### src/rtl/rob_multi_port_if.sv
// Dispatch, writeback, commit and recovery signals of the multi-port
// reorder buffer. The master side is the pipeline, the slave side the ROB.
interface rob_multi_port_if #(
    parameter int ADDR_WIDTH     = 3,
    parameter int DATA_WIDTH     = 32,
    parameter int REG_ADDR_WIDTH = 5,
    parameter int EXC_WIDTH      = 4,
    parameter int PC_WIDTH       = 32
);
    // dispatch
    logic                      write_en;
    logic                      write_reg_write_en_in;
    logic [REG_ADDR_WIDTH-1:0] write_reg_write_addr_in;
    logic [EXC_WIDTH-1:0]      write_exception_type_in;
    logic                      write_is_delayslot_in;
    logic [PC_WIDTH-1:0]       write_pc_in;
    logic                      can_write;
    logic [ADDR_WIDTH-1:0]     write_rob_addr_out;
    // writeback
    logic                      update0_en,   update1_en;
    logic [ADDR_WIDTH-1:0]     update0_addr, update1_addr;
    logic [DATA_WIDTH-1:0]     update0_data, update1_data;
    logic [EXC_WIDTH-1:0]      update0_exc,  update1_exc;
    // commit
    logic                      commit0_en, commit1_en;
    logic                      can_commit0, can_commit1;
    logic                      commit0_reg_write_en,   commit1_reg_write_en;
    logic [REG_ADDR_WIDTH-1:0] commit0_reg_write_addr, commit1_reg_write_addr;
    logic [DATA_WIDTH-1:0]     commit0_reg_write_data, commit1_reg_write_data;
    logic [EXC_WIDTH-1:0]      commit0_exception_type, commit1_exception_type;
    logic                      commit0_is_delayslot,   commit1_is_delayslot;
    logic [PC_WIDTH-1:0]       commit0_pc,             commit1_pc;
    // recovery
    logic                      erase_en;
    logic [ADDR_WIDTH-1:0]     erase_from_addr;
    logic                      flush_en;
    logic [ADDR_WIDTH:0]       count_out;

    modport master (
        output write_en, write_reg_write_en_in, write_reg_write_addr_in,
               write_exception_type_in, write_is_delayslot_in, write_pc_in,
               update0_en, update0_addr, update0_data, update0_exc,
               update1_en, update1_addr, update1_data, update1_exc,
               commit0_en, commit1_en, erase_en, erase_from_addr, flush_en,
        input  can_write, write_rob_addr_out, can_commit0, can_commit1,
               commit0_reg_write_en, commit0_reg_write_addr, commit0_reg_write_data,
               commit0_exception_type, commit0_is_delayslot, commit0_pc,
               commit1_reg_write_en, commit1_reg_write_addr, commit1_reg_write_data,
               commit1_exception_type, commit1_is_delayslot, commit1_pc, count_out
    );

    modport slave (
        input  write_en, write_reg_write_en_in, write_reg_write_addr_in,
               write_exception_type_in, write_is_delayslot_in, write_pc_in,
               update0_en, update0_addr, update0_data, update0_exc,
               update1_en, update1_addr, update1_data, update1_exc,
               commit0_en, commit1_en, erase_en, erase_from_addr, flush_en,
        output can_write, write_rob_addr_out, can_commit0, can_commit1,
               commit0_reg_write_en, commit0_reg_write_addr, commit0_reg_write_data,
               commit0_exception_type, commit0_is_delayslot, commit0_pc,
               commit1_reg_write_en, commit1_reg_write_addr, commit1_reg_write_data,
               commit1_exception_type, commit1_is_delayslot, commit1_pc, count_out
    );
endinterface

### src/rtl/rob_multi_port.sv
// Circular reorder buffer: one dispatch per cycle, two writeback ports,
// up to two in-order retirements per cycle, partial erase and full flush.
module rob_multi_port #(
    parameter int ADDR_WIDTH     = 3,
    parameter int DATA_WIDTH     = 32,
    parameter int REG_ADDR_WIDTH = 5,
    parameter int EXC_WIDTH      = 4,
    parameter int PC_WIDTH       = 32
) (
    input logic             clk,
    input logic             rst,
    rob_multi_port_if.slave bus
);
    localparam int DEPTH = 2 ** ADDR_WIDTH;
    localparam int AW    = ADDR_WIDTH;

    typedef struct packed {
        logic                      valid;
        logic                      done;
        logic                      reg_we;
        logic [REG_ADDR_WIDTH-1:0] reg_addr;
        logic [DATA_WIDTH-1:0]     data;
        logic [EXC_WIDTH-1:0]      exc;
        logic                      ds;
        logic [PC_WIDTH-1:0]       pc;
    } entry_t;

    entry_t        r_rob [DEPTH];
    logic [AW-1:0] r_head, r_tail;
    logic [AW:0]   r_count;

    logic [AW-1:0] w_head1, w_head2, w_erase_off;
    logic [AW:0]   w_erase_cnt, w_ncommit, w_count_next;
    entry_t        w_e0, w_e1;
    logic          w_can_write, w_can_commit0, w_can_commit1;
    logic          w_erase_ok, w_write_acc, w_commit0, w_commit1;
    logic          w_upd0_ok, w_upd1_ok;

    // Derive availability, accepted operations and the next occupancy count.
    always_comb begin
        w_head1       = r_head + AW'(1);
        w_head2       = r_head + AW'(2);
        w_e0          = r_rob[r_head];
        w_e1          = r_rob[w_head1];
        w_can_write   = (r_count != (AW+1)'(DEPTH));
        w_can_commit0 = w_e0.valid & w_e0.done;
        // Slot 1 retires only exception-free pairs, and never a branch whose
        // delay slot (head+2) would be left behind in the buffer.
        w_can_commit1 = w_can_commit0 & w_e1.valid & w_e1.done
                      & (w_e0.exc == '0) & (w_e1.exc == '0)
                      & ~(r_rob[w_head2].valid & r_rob[w_head2].ds);
        // Erase point measured from head; legal only inside [head, tail).
        w_erase_off   = bus.erase_from_addr - r_head;
        w_erase_ok    = bus.erase_en & ({1'b0, w_erase_off} < r_count);
        w_erase_cnt   = r_count - {1'b0, w_erase_off};
        w_write_acc   = bus.write_en & w_can_write & ~bus.flush_en & ~w_erase_ok;
        w_commit0     = bus.commit0_en & w_can_commit0 & ~bus.flush_en
                      & (~w_erase_ok | (w_erase_off != '0));
        w_commit1     = w_commit0 & bus.commit1_en & w_can_commit1
                      & (~w_erase_ok | (w_erase_off > AW'(1)));
        w_ncommit     = (AW+1)'(w_commit0) + (AW+1)'(w_commit1);
        // A slot being allocated this cycle is still invalid, so updates to it
        // drop out through the valid test; the tail compare makes that explicit.
        w_upd1_ok     = bus.update1_en & r_rob[bus.update1_addr].valid
                      & ~(w_write_acc & (bus.update1_addr == r_tail));
        w_upd0_ok     = bus.update0_en & r_rob[bus.update0_addr].valid
                      & ~(w_write_acc & (bus.update0_addr == r_tail))
                      & ~(bus.update1_en & (bus.update1_addr == bus.update0_addr));
        if (bus.flush_en)
            w_count_next = '0;
        else if (w_erase_ok)
            w_count_next = {1'b0, w_erase_off} - w_ncommit;
        else
            w_count_next = r_count + (AW+1)'(w_write_acc) - w_ncommit;
    end

    // Pointer and occupancy registers.
    // NOTE: sequential state uses non-blocking assignments so every register
    // samples the pre-edge values computed above, regardless of block order.
    always_ff @(posedge clk or negedge rst) begin
        if (!rst) begin
            r_head  <= '0;
            r_tail  <= '0;
            r_count <= '0;
        end else begin
            r_count <= w_count_next;
            if (bus.flush_en) begin
                r_head <= '0;
                r_tail <= '0;
            end else begin
                r_head <= r_head + w_ncommit[AW-1:0];
                if (w_erase_ok)
                    r_tail <= bus.erase_from_addr;
                else if (w_write_acc)
                    r_tail <= r_tail + AW'(1);
            end
        end
    end

    // Entry storage: allocate, write back, retire, erase, flush.
    // NOTE: the payload is reset as well as the flags, because the commit
    // outputs read the head entry directly and must show zero out of reset.
    always_ff @(posedge clk or negedge rst) begin
        if (!rst) begin
            for (int i = 0; i < DEPTH; i++) r_rob[i] <= '0;
        end else if (bus.flush_en) begin
            for (int i = 0; i < DEPTH; i++) r_rob[i].valid <= 1'b0;
        end else begin
            if (w_write_acc)
                r_rob[r_tail] <= '{valid: 1'b1, done: (bus.write_exception_type_in != '0),
                                   reg_we: bus.write_reg_write_en_in,
                                   reg_addr: bus.write_reg_write_addr_in, data: '0,
                                   exc: bus.write_exception_type_in,
                                   ds: bus.write_is_delayslot_in, pc: bus.write_pc_in};
            if (w_upd0_ok) begin
                r_rob[bus.update0_addr].data <= bus.update0_data;
                r_rob[bus.update0_addr].done <= 1'b1;
                if (bus.update0_exc != '0) r_rob[bus.update0_addr].exc <= bus.update0_exc;
            end
            if (w_upd1_ok) begin
                r_rob[bus.update1_addr].data <= bus.update1_data;
                r_rob[bus.update1_addr].done <= 1'b1;
                if (bus.update1_exc != '0) r_rob[bus.update1_addr].exc <= bus.update1_exc;
            end
            if (w_commit0) r_rob[r_head].valid  <= 1'b0;
            if (w_commit1) r_rob[w_head1].valid <= 1'b0;
            if (w_erase_ok) begin
                for (int i = 0; i < DEPTH; i++)
                    if ({1'b0, AW'(i) - bus.erase_from_addr} < w_erase_cnt)
                        r_rob[i].valid <= 1'b0;
            end
        end
    end

    // Combinational outputs straight from head, head+1 and the counters.
    always_comb begin
        bus.can_write              = w_can_write;
        bus.write_rob_addr_out     = r_tail;
        bus.count_out              = r_count;
        bus.can_commit0            = w_can_commit0;
        bus.can_commit1            = w_can_commit1;
        bus.commit0_reg_write_en   = w_e0.reg_we;
        bus.commit0_reg_write_addr = w_e0.reg_addr;
        bus.commit0_reg_write_data = w_e0.data;
        bus.commit0_exception_type = w_e0.exc;
        bus.commit0_is_delayslot   = w_e0.ds;
        bus.commit0_pc             = w_e0.pc;
        bus.commit1_reg_write_en   = w_e1.reg_we;
        bus.commit1_reg_write_addr = w_e1.reg_addr;
        bus.commit1_reg_write_data = w_e1.data;
        bus.commit1_exception_type = w_e1.exc;
        bus.commit1_is_delayslot   = w_e1.ds;
        bus.commit1_pc             = w_e1.pc;
    end
endmodule
### src/flat_wrapper.sv
// flat-port wrapper written by rule: the top's interface ports become plain ports
module rob_multi_port_flat 
#(
    parameter int ADDR_WIDTH     = 3,
    parameter int DATA_WIDTH     = 32,
    parameter int REG_ADDR_WIDTH = 5,
    parameter int EXC_WIDTH      = 4,
    parameter int PC_WIDTH       = 32
)
  (clk, rst, bus_write_en, bus_write_reg_write_en_in, bus_write_reg_write_addr_in, bus_write_exception_type_in, bus_write_is_delayslot_in, bus_write_pc_in, bus_update0_en, bus_update0_addr, bus_update0_data, bus_update0_exc, bus_update1_en, bus_update1_addr, bus_update1_data, bus_update1_exc, bus_commit0_en, bus_commit1_en, bus_erase_en, bus_erase_from_addr, bus_flush_en, bus_can_write, bus_write_rob_addr_out, bus_can_commit0, bus_can_commit1, bus_commit0_reg_write_en, bus_commit0_reg_write_addr, bus_commit0_reg_write_data, bus_commit0_exception_type, bus_commit0_is_delayslot, bus_commit0_pc, bus_commit1_reg_write_en, bus_commit1_reg_write_addr, bus_commit1_reg_write_data, bus_commit1_exception_type, bus_commit1_is_delayslot, bus_commit1_pc, bus_count_out);
  rob_multi_port_if #(.ADDR_WIDTH(ADDR_WIDTH), .DATA_WIDTH(DATA_WIDTH), .REG_ADDR_WIDTH(REG_ADDR_WIDTH), .EXC_WIDTH(EXC_WIDTH), .PC_WIDTH(PC_WIDTH)) bus_i ();
  input logic clk;
  input logic rst;
  input wire logic [$bits(bus_i.write_en)-1:0] bus_write_en;
  input wire logic [$bits(bus_i.write_reg_write_en_in)-1:0] bus_write_reg_write_en_in;
  input wire logic [$bits(bus_i.write_reg_write_addr_in)-1:0] bus_write_reg_write_addr_in;
  input wire logic [$bits(bus_i.write_exception_type_in)-1:0] bus_write_exception_type_in;
  input wire logic [$bits(bus_i.write_is_delayslot_in)-1:0] bus_write_is_delayslot_in;
  input wire logic [$bits(bus_i.write_pc_in)-1:0] bus_write_pc_in;
  input wire logic [$bits(bus_i.update0_en)-1:0] bus_update0_en;
  input wire logic [$bits(bus_i.update0_addr)-1:0] bus_update0_addr;
  input wire logic [$bits(bus_i.update0_data)-1:0] bus_update0_data;
  input wire logic [$bits(bus_i.update0_exc)-1:0] bus_update0_exc;
  input wire logic [$bits(bus_i.update1_en)-1:0] bus_update1_en;
  input wire logic [$bits(bus_i.update1_addr)-1:0] bus_update1_addr;
  input wire logic [$bits(bus_i.update1_data)-1:0] bus_update1_data;
  input wire logic [$bits(bus_i.update1_exc)-1:0] bus_update1_exc;
  input wire logic [$bits(bus_i.commit0_en)-1:0] bus_commit0_en;
  input wire logic [$bits(bus_i.commit1_en)-1:0] bus_commit1_en;
  input wire logic [$bits(bus_i.erase_en)-1:0] bus_erase_en;
  input wire logic [$bits(bus_i.erase_from_addr)-1:0] bus_erase_from_addr;
  input wire logic [$bits(bus_i.flush_en)-1:0] bus_flush_en;
  output wire logic [$bits(bus_i.can_write)-1:0] bus_can_write;
  output wire logic [$bits(bus_i.write_rob_addr_out)-1:0] bus_write_rob_addr_out;
  output wire logic [$bits(bus_i.can_commit0)-1:0] bus_can_commit0;
  output wire logic [$bits(bus_i.can_commit1)-1:0] bus_can_commit1;
  output wire logic [$bits(bus_i.commit0_reg_write_en)-1:0] bus_commit0_reg_write_en;
  output wire logic [$bits(bus_i.commit0_reg_write_addr)-1:0] bus_commit0_reg_write_addr;
  output wire logic [$bits(bus_i.commit0_reg_write_data)-1:0] bus_commit0_reg_write_data;
  output wire logic [$bits(bus_i.commit0_exception_type)-1:0] bus_commit0_exception_type;
  output wire logic [$bits(bus_i.commit0_is_delayslot)-1:0] bus_commit0_is_delayslot;
  output wire logic [$bits(bus_i.commit0_pc)-1:0] bus_commit0_pc;
  output wire logic [$bits(bus_i.commit1_reg_write_en)-1:0] bus_commit1_reg_write_en;
  output wire logic [$bits(bus_i.commit1_reg_write_addr)-1:0] bus_commit1_reg_write_addr;
  output wire logic [$bits(bus_i.commit1_reg_write_data)-1:0] bus_commit1_reg_write_data;
  output wire logic [$bits(bus_i.commit1_exception_type)-1:0] bus_commit1_exception_type;
  output wire logic [$bits(bus_i.commit1_is_delayslot)-1:0] bus_commit1_is_delayslot;
  output wire logic [$bits(bus_i.commit1_pc)-1:0] bus_commit1_pc;
  output wire logic [$bits(bus_i.count_out)-1:0] bus_count_out;
  assign bus_i.write_en = bus_write_en;
  assign bus_i.write_reg_write_en_in = bus_write_reg_write_en_in;
  assign bus_i.write_reg_write_addr_in = bus_write_reg_write_addr_in;
  assign bus_i.write_exception_type_in = bus_write_exception_type_in;
  assign bus_i.write_is_delayslot_in = bus_write_is_delayslot_in;
  assign bus_i.write_pc_in = bus_write_pc_in;
  assign bus_i.update0_en = bus_update0_en;
  assign bus_i.update0_addr = bus_update0_addr;
  assign bus_i.update0_data = bus_update0_data;
  assign bus_i.update0_exc = bus_update0_exc;
  assign bus_i.update1_en = bus_update1_en;
  assign bus_i.update1_addr = bus_update1_addr;
  assign bus_i.update1_data = bus_update1_data;
  assign bus_i.update1_exc = bus_update1_exc;
  assign bus_i.commit0_en = bus_commit0_en;
  assign bus_i.commit1_en = bus_commit1_en;
  assign bus_i.erase_en = bus_erase_en;
  assign bus_i.erase_from_addr = bus_erase_from_addr;
  assign bus_i.flush_en = bus_flush_en;
  assign bus_can_write = bus_i.can_write;
  assign bus_write_rob_addr_out = bus_i.write_rob_addr_out;
  assign bus_can_commit0 = bus_i.can_commit0;
  assign bus_can_commit1 = bus_i.can_commit1;
  assign bus_commit0_reg_write_en = bus_i.commit0_reg_write_en;
  assign bus_commit0_reg_write_addr = bus_i.commit0_reg_write_addr;
  assign bus_commit0_reg_write_data = bus_i.commit0_reg_write_data;
  assign bus_commit0_exception_type = bus_i.commit0_exception_type;
  assign bus_commit0_is_delayslot = bus_i.commit0_is_delayslot;
  assign bus_commit0_pc = bus_i.commit0_pc;
  assign bus_commit1_reg_write_en = bus_i.commit1_reg_write_en;
  assign bus_commit1_reg_write_addr = bus_i.commit1_reg_write_addr;
  assign bus_commit1_reg_write_data = bus_i.commit1_reg_write_data;
  assign bus_commit1_exception_type = bus_i.commit1_exception_type;
  assign bus_commit1_is_delayslot = bus_i.commit1_is_delayslot;
  assign bus_commit1_pc = bus_i.commit1_pc;
  assign bus_count_out = bus_i.count_out;
  rob_multi_port #(.ADDR_WIDTH(ADDR_WIDTH), .DATA_WIDTH(DATA_WIDTH), .REG_ADDR_WIDTH(REG_ADDR_WIDTH), .EXC_WIDTH(EXC_WIDTH), .PC_WIDTH(PC_WIDTH)) u_core (.clk(clk), .rst(rst), .bus(bus_i));
endmodule
### config.mk
export PLATFORM = sky130hd
export DESIGN_NAME = rob_multi_port_flat
export DESIGN_NICKNAME = d
export VERILOG_FILES = /design/src/rtl/rob_multi_port_if.sv /design/src/rtl/rob_multi_port.sv /design/src/flat_wrapper.sv
export SDC_FILE = /design/constraint.sdc
export NUM_CORES = 2
export LEC_CHECK = 0
export ABC_AREA = 1
export CORE_ASPECT_RATIO = 1.1
export CORE_MARGIN = 5
export CORE_UTILIZATION = 40
export CTS_BUF_LIST = sky130_fd_sc_hd__clkbuf_4 sky130_fd_sc_hd__clkbuf_8
export DETAILED_ROUTE_END_ITERATION = 10
export SLEW_MARGIN = 30
export SYNTH_ARGS = -nofsm -noshare
export SYNTH_HDL_FRONTEND = slang
export SYNTH_SLANG_ARGS = --single-unit
### constraint.sdc
create_clock -name clk -period 11.4 [get_ports clk]
set_clock_uncertainty 0.2 [all_clocks]
set_input_delay 2.28 -clock clk [delete_from_list [all_inputs] [get_ports clk]]
set_output_delay 2.28 -clock clk [all_outputs]
set_load 0.01 [all_outputs]
==> metrics.txt <==
# TYPE chip_impl_metric gauge
chip_impl_metric{name="synth_cells",unit=""} 6828
chip_impl_metric{name="post_synth_num_cell_types",unit=""} 37
chip_impl_metric{name="min_period_over_period",unit="%"} 76.9
chip_impl_metric{name="clkTransAtPathRegs",unit="ns"} 0.06
chip_impl_metric{name="maxSlewHeadroom",unit="%"} 22.7
chip_impl_metric{name="grt_pass1_wl",unit="um"} 295000
chip_impl_metric{name="yosys_register_bits",unit=""} 626
chip_impl_info{name="critical_path.cell_chain",value="buf_4 > inv_4 > nand2_1 > nand2_1 > nand3_1 > buf_4 > clkinv_2 > buf_4 > a221oi_1 > o2111ai_1 > clkdlybuf4s50_1"} 1
chip_impl_metric{name="final_layout_size_suffix_gt1_share",unit="%"} 5.67
chip_impl_metric{name="via_per_inst",unit=""} 6.00
chip_impl_metric{name="post_cts.repair.setup_buffers",unit=""} 0
chip_impl_info{name="outcome",value="completed"} 1
chip_impl_metric{name="drtAntennaViolNets",unit=""} 0
chip_impl_info{name="worstSetupPathType",value="reg2out"} 1
chip_impl_info{name="worst_path_most_repeated_cell",value="sky130_fd_sc_hd__buf_4"} 1
chip_impl_metric{name="timing.hold.worst_path_depth",unit=""} 2
chip_impl_metric{name="initial_core_util",unit="%"} 40.3
chip_impl_info{name="worst_flop_to_flop_path_endpoint",value="u_core.r_rob[210]"} 1
chip_impl_metric{name="fin_setup_tns",unit="ns"} 0
chip_impl_metric{name="timing.critical_path.fanout_max",unit=""} 35
chip_impl_metric{name="max-clock-path-buffers",unit=""} 3
chip_impl_metric{name="cts_bufs_inserted",unit=""} 116
chip_impl_metric{name="cell_depth_of_the_worst_flop_to_flop_path",unit=""} 18
chip_impl_metric{name="grt_pass1_vias",unit=""} 46000
chip_impl_metric{name="area_delta_synth_final",unit="%"} 13.7
chip_impl_info{name="tritoncts_clock_tree",value="done"} 1
chip_impl_metric{name="cts.htree.levels",unit=""} 3
chip_impl_metric{name="placeableCoreArea",unit="um^2"} 109000
chip_impl_info{name="clock_tree.root_cell",value="sky130_fd_sc_hd__clkbuf_8"} 1
chip_impl_metric{name="fp-row-count",unit=""} 127
chip_impl_metric{name="detailedRoute.firstIterationViolations",unit=""} 6654
chip_impl_metric{name="timing.critical_path.slowest_cell_delay",unit="ns"} 0.84
chip_impl_info{name="layout.cells.most_common",value="sky130_fd_sc_hd__nand2_1"} 1
chip_impl_metric{name="clock.fmax",unit="MHz"} 114
chip_impl_metric{name="total_die_area",unit="um^2"} 117000
chip_impl_metric{name="timing.critical_path.required",unit="ns"} 8.92
chip_impl_metric{name="final-hold-violation-count",unit=""} 0
chip_impl_metric{name="antenna_found_initial",unit=""} 10
chip_impl_info{name="grt_setup_unrepaired",value="no"} 1
chip_impl_metric{name="report.final.setup_viol",unit=""} 0
chip_impl_metric{name="post_cts_resized",unit=""} 0
chip_impl_metric{name="maxCapViolations",unit=""} 0
chip_impl_metric{name="report.final.slew_viol_count",unit=""} 0
chip_impl_metric{name="irDropWorstVdd",unit="uV"} 111
chip_impl_info{name="r2r-start",value="u_core.r_head[2]"} 1
chip_impl_metric{name="fin_util",unit="%"} 45.9
chip_impl_metric{name="die-height",unit="um"} 358
chip_impl_metric{name="worst_pin_slew",unit="ns"} 1.16
chip_impl_metric{name="tritoncts_num_sinks",unit=""} 626
chip_impl_metric{name="synthesis.area_per_instance",unit="um^2"} 6.46
chip_impl_info{name="worst_path_max_delay_cell",value="sky130_fd_sc_hd__clkinv_2"} 1
chip_impl_info{name="critical_path.endpoint_type",value="output port"} 1
chip_impl_metric{name="overflow",unit=""} 0
chip_impl_info{name="final_cell_mix",value="2205 x sky130_fd_sc_hd__nand2_1, 756 x sky130_fd_sc_hd__o21ai_0, 688 x sky130_fd_sc_hd__inv_1"} 1
chip_impl_metric{name="io_pins",unit=""} 293
chip_impl_metric{name="nNetsFinal",unit=""} 6930
chip_impl_metric{name="remaining_drc_errors",unit=""} 0
chip_impl_metric{name="firstDrtPassIters",unit=""} 6
chip_impl_metric{name="port_buffers",unit=""} 292
chip_impl_metric{name="clock_latency",unit="ns"} 0.86
chip_impl_metric{name="p_leak",unit="uW"} 0.0246
chip_impl_info{name="timing.critical_path.from_type",value="flip-flop"} 1
chip_impl_metric{name="synth_area",unit="um^2"} 44100
chip_impl_metric{name="global_route.usage.total",unit="%"} 32.6
chip_impl_metric{name="timing.final.crit_period",unit="ns"} 8.76
chip_impl_metric{name="wl_per_cell",unit="um"} 24.0
chip_impl_metric{name="cts_hold_repair.buffers",unit=""} 0
chip_impl_metric{name="route.final.wire_length",unit="um"} 199000
chip_impl_metric{name="place_congestion",unit=""} 0.899
chip_impl_metric{name="timing.critical_path.arrival",unit="ns"} 6.28
chip_impl_info{name="hold_path.class",value="reg2reg"} 1
chip_impl_metric{name="r2r_setup_slack",unit="ns"} 4.87
chip_impl_metric{name="synthesis.yosys.warnings",unit=""} 0
chip_impl_metric{name="grt_start_max_net_pins",unit=""} 196
chip_impl_metric{name="post-dp-hpwl",unit="um"} 111000
chip_impl_metric{name="post_synthesis_net_count",unit=""} 6999
chip_impl_metric{name="synth_sequential_area_ratio",unit="%"} 35.5
chip_impl_metric{name="power.density_cell_area",unit="nW/um^2"} 182
chip_impl_metric{name="via_count",unit=""} 49700
chip_impl_metric{name="die_boundary_width",unit="um"} 327
where the power goes:
| part | switching (uW) | internal (uW) |
|---|---|---|
| Clock | 1110 | 1380 |
| Combinational | 1850 | 1230 |
| Sequential | 626 | 2920 |
| Total | 3590 | 5530 |
cells in the mapped netlist, drive strengths merged:
cell type	n	area, um^2
o22ai	45	282
a21oi	190	951
o21ba	1	10.0
o2bb2ai	6	52.6
dfrtp	626	15700
xnor2	5	43.8
nor3	22	145
nand2	2208	8300
inv	705	2650
xor2	7	61.3
nand3	649	3270
buf	196	1040
nand3b	1	7.51
or2	2	12.5
o2111ai	16	140
o211ai	61	458
clkbuf	382	1470
or4	1	7.51
a221oi	136	1190
nand4	370	2310
ha	33	413
fa	5	100
nor2	316	1210
clkinv	8	30.0
a31oi	72	450
o21ai	756	3780
nor4	9	56.3
final cells by class:
class / count / area, um^2
fillers: 11400 / 59200
multi-input cells: 4911 / 23500
flip-flops and latches: 626 / 15700
repair buffers: 391 / 3870
inverters: 713 / 2710
clock buffers: 197 / 2450
well taps: 1419 / 1780
clock inverters: 21 / 193
diodes: 9 / 22.5
per-stage QoR:
stage                     hold slack, ns  total power, uW  setup slack [ns]  instance area, um^2  cells
final                              0.283             9120              2.64                50200   8287
after global routing               0.298             9710              2.46                50200   8283
after CTS                          0.288             9100              2.81                50000   8274
after detailed placement           0.273             6600              3.52                47300   8056
after global placement             0.267             6530              3.54                47300   8055
after floorplan                    0.253             5310              5.32                44100   6828
cells by family after synthesis:
group	after synthesis	synth area share (%)
compound gates	1283	16.6
simple gates	3578	34.7
xor+xnor	12	0.238
flops	626	35.5
fa+ha+maj	38	1.16
buf+inv	1291	11.8
worst max-delay path: cells and delay by family (launching register included):
kind                   cells  cell delay (ns)
AOI/OAI and AO/OA          2             0.56
buffers and inverters      6             3.13
DFF                        1             0.80
and+or+nand+nor            3             0.87
layer usage:
| metal | vias to the layer above | wire, um | track usage (%) |
|---|---|---|---|
| li1 | 22500 | - | - |
| met1 | 23400 | 78200 | 43.3 |
| met2 | 3094 | 86300 | 49.7 |
| met3 | 700 | 22300 | 7.37 |
| met4 | 2 | 11700 | 17.3 |
| met5 | - | 7 | 0 |
worst max path at each step:
stage,start,endpoint,slack [ns]
floorplan,bus_erase_from_addr[0],u_core.bus.count_out[1],5.32
global placement,bus_erase_from_addr[0],u_core.r_rob[132],3.54
detailed placement,bus_erase_from_addr[0],u_core.r_rob[210],3.52
CTS,u_core.r_head[0],bus_commit1_reg_write_data[26],2.81
global route,u_core.r_head[0],bus_commit1_reg_write_data[26],2.46
finish,u_core.r_head[2],bus_commit1_reg_write_addr[1],2.64
(Power assumes the default switching activity.)
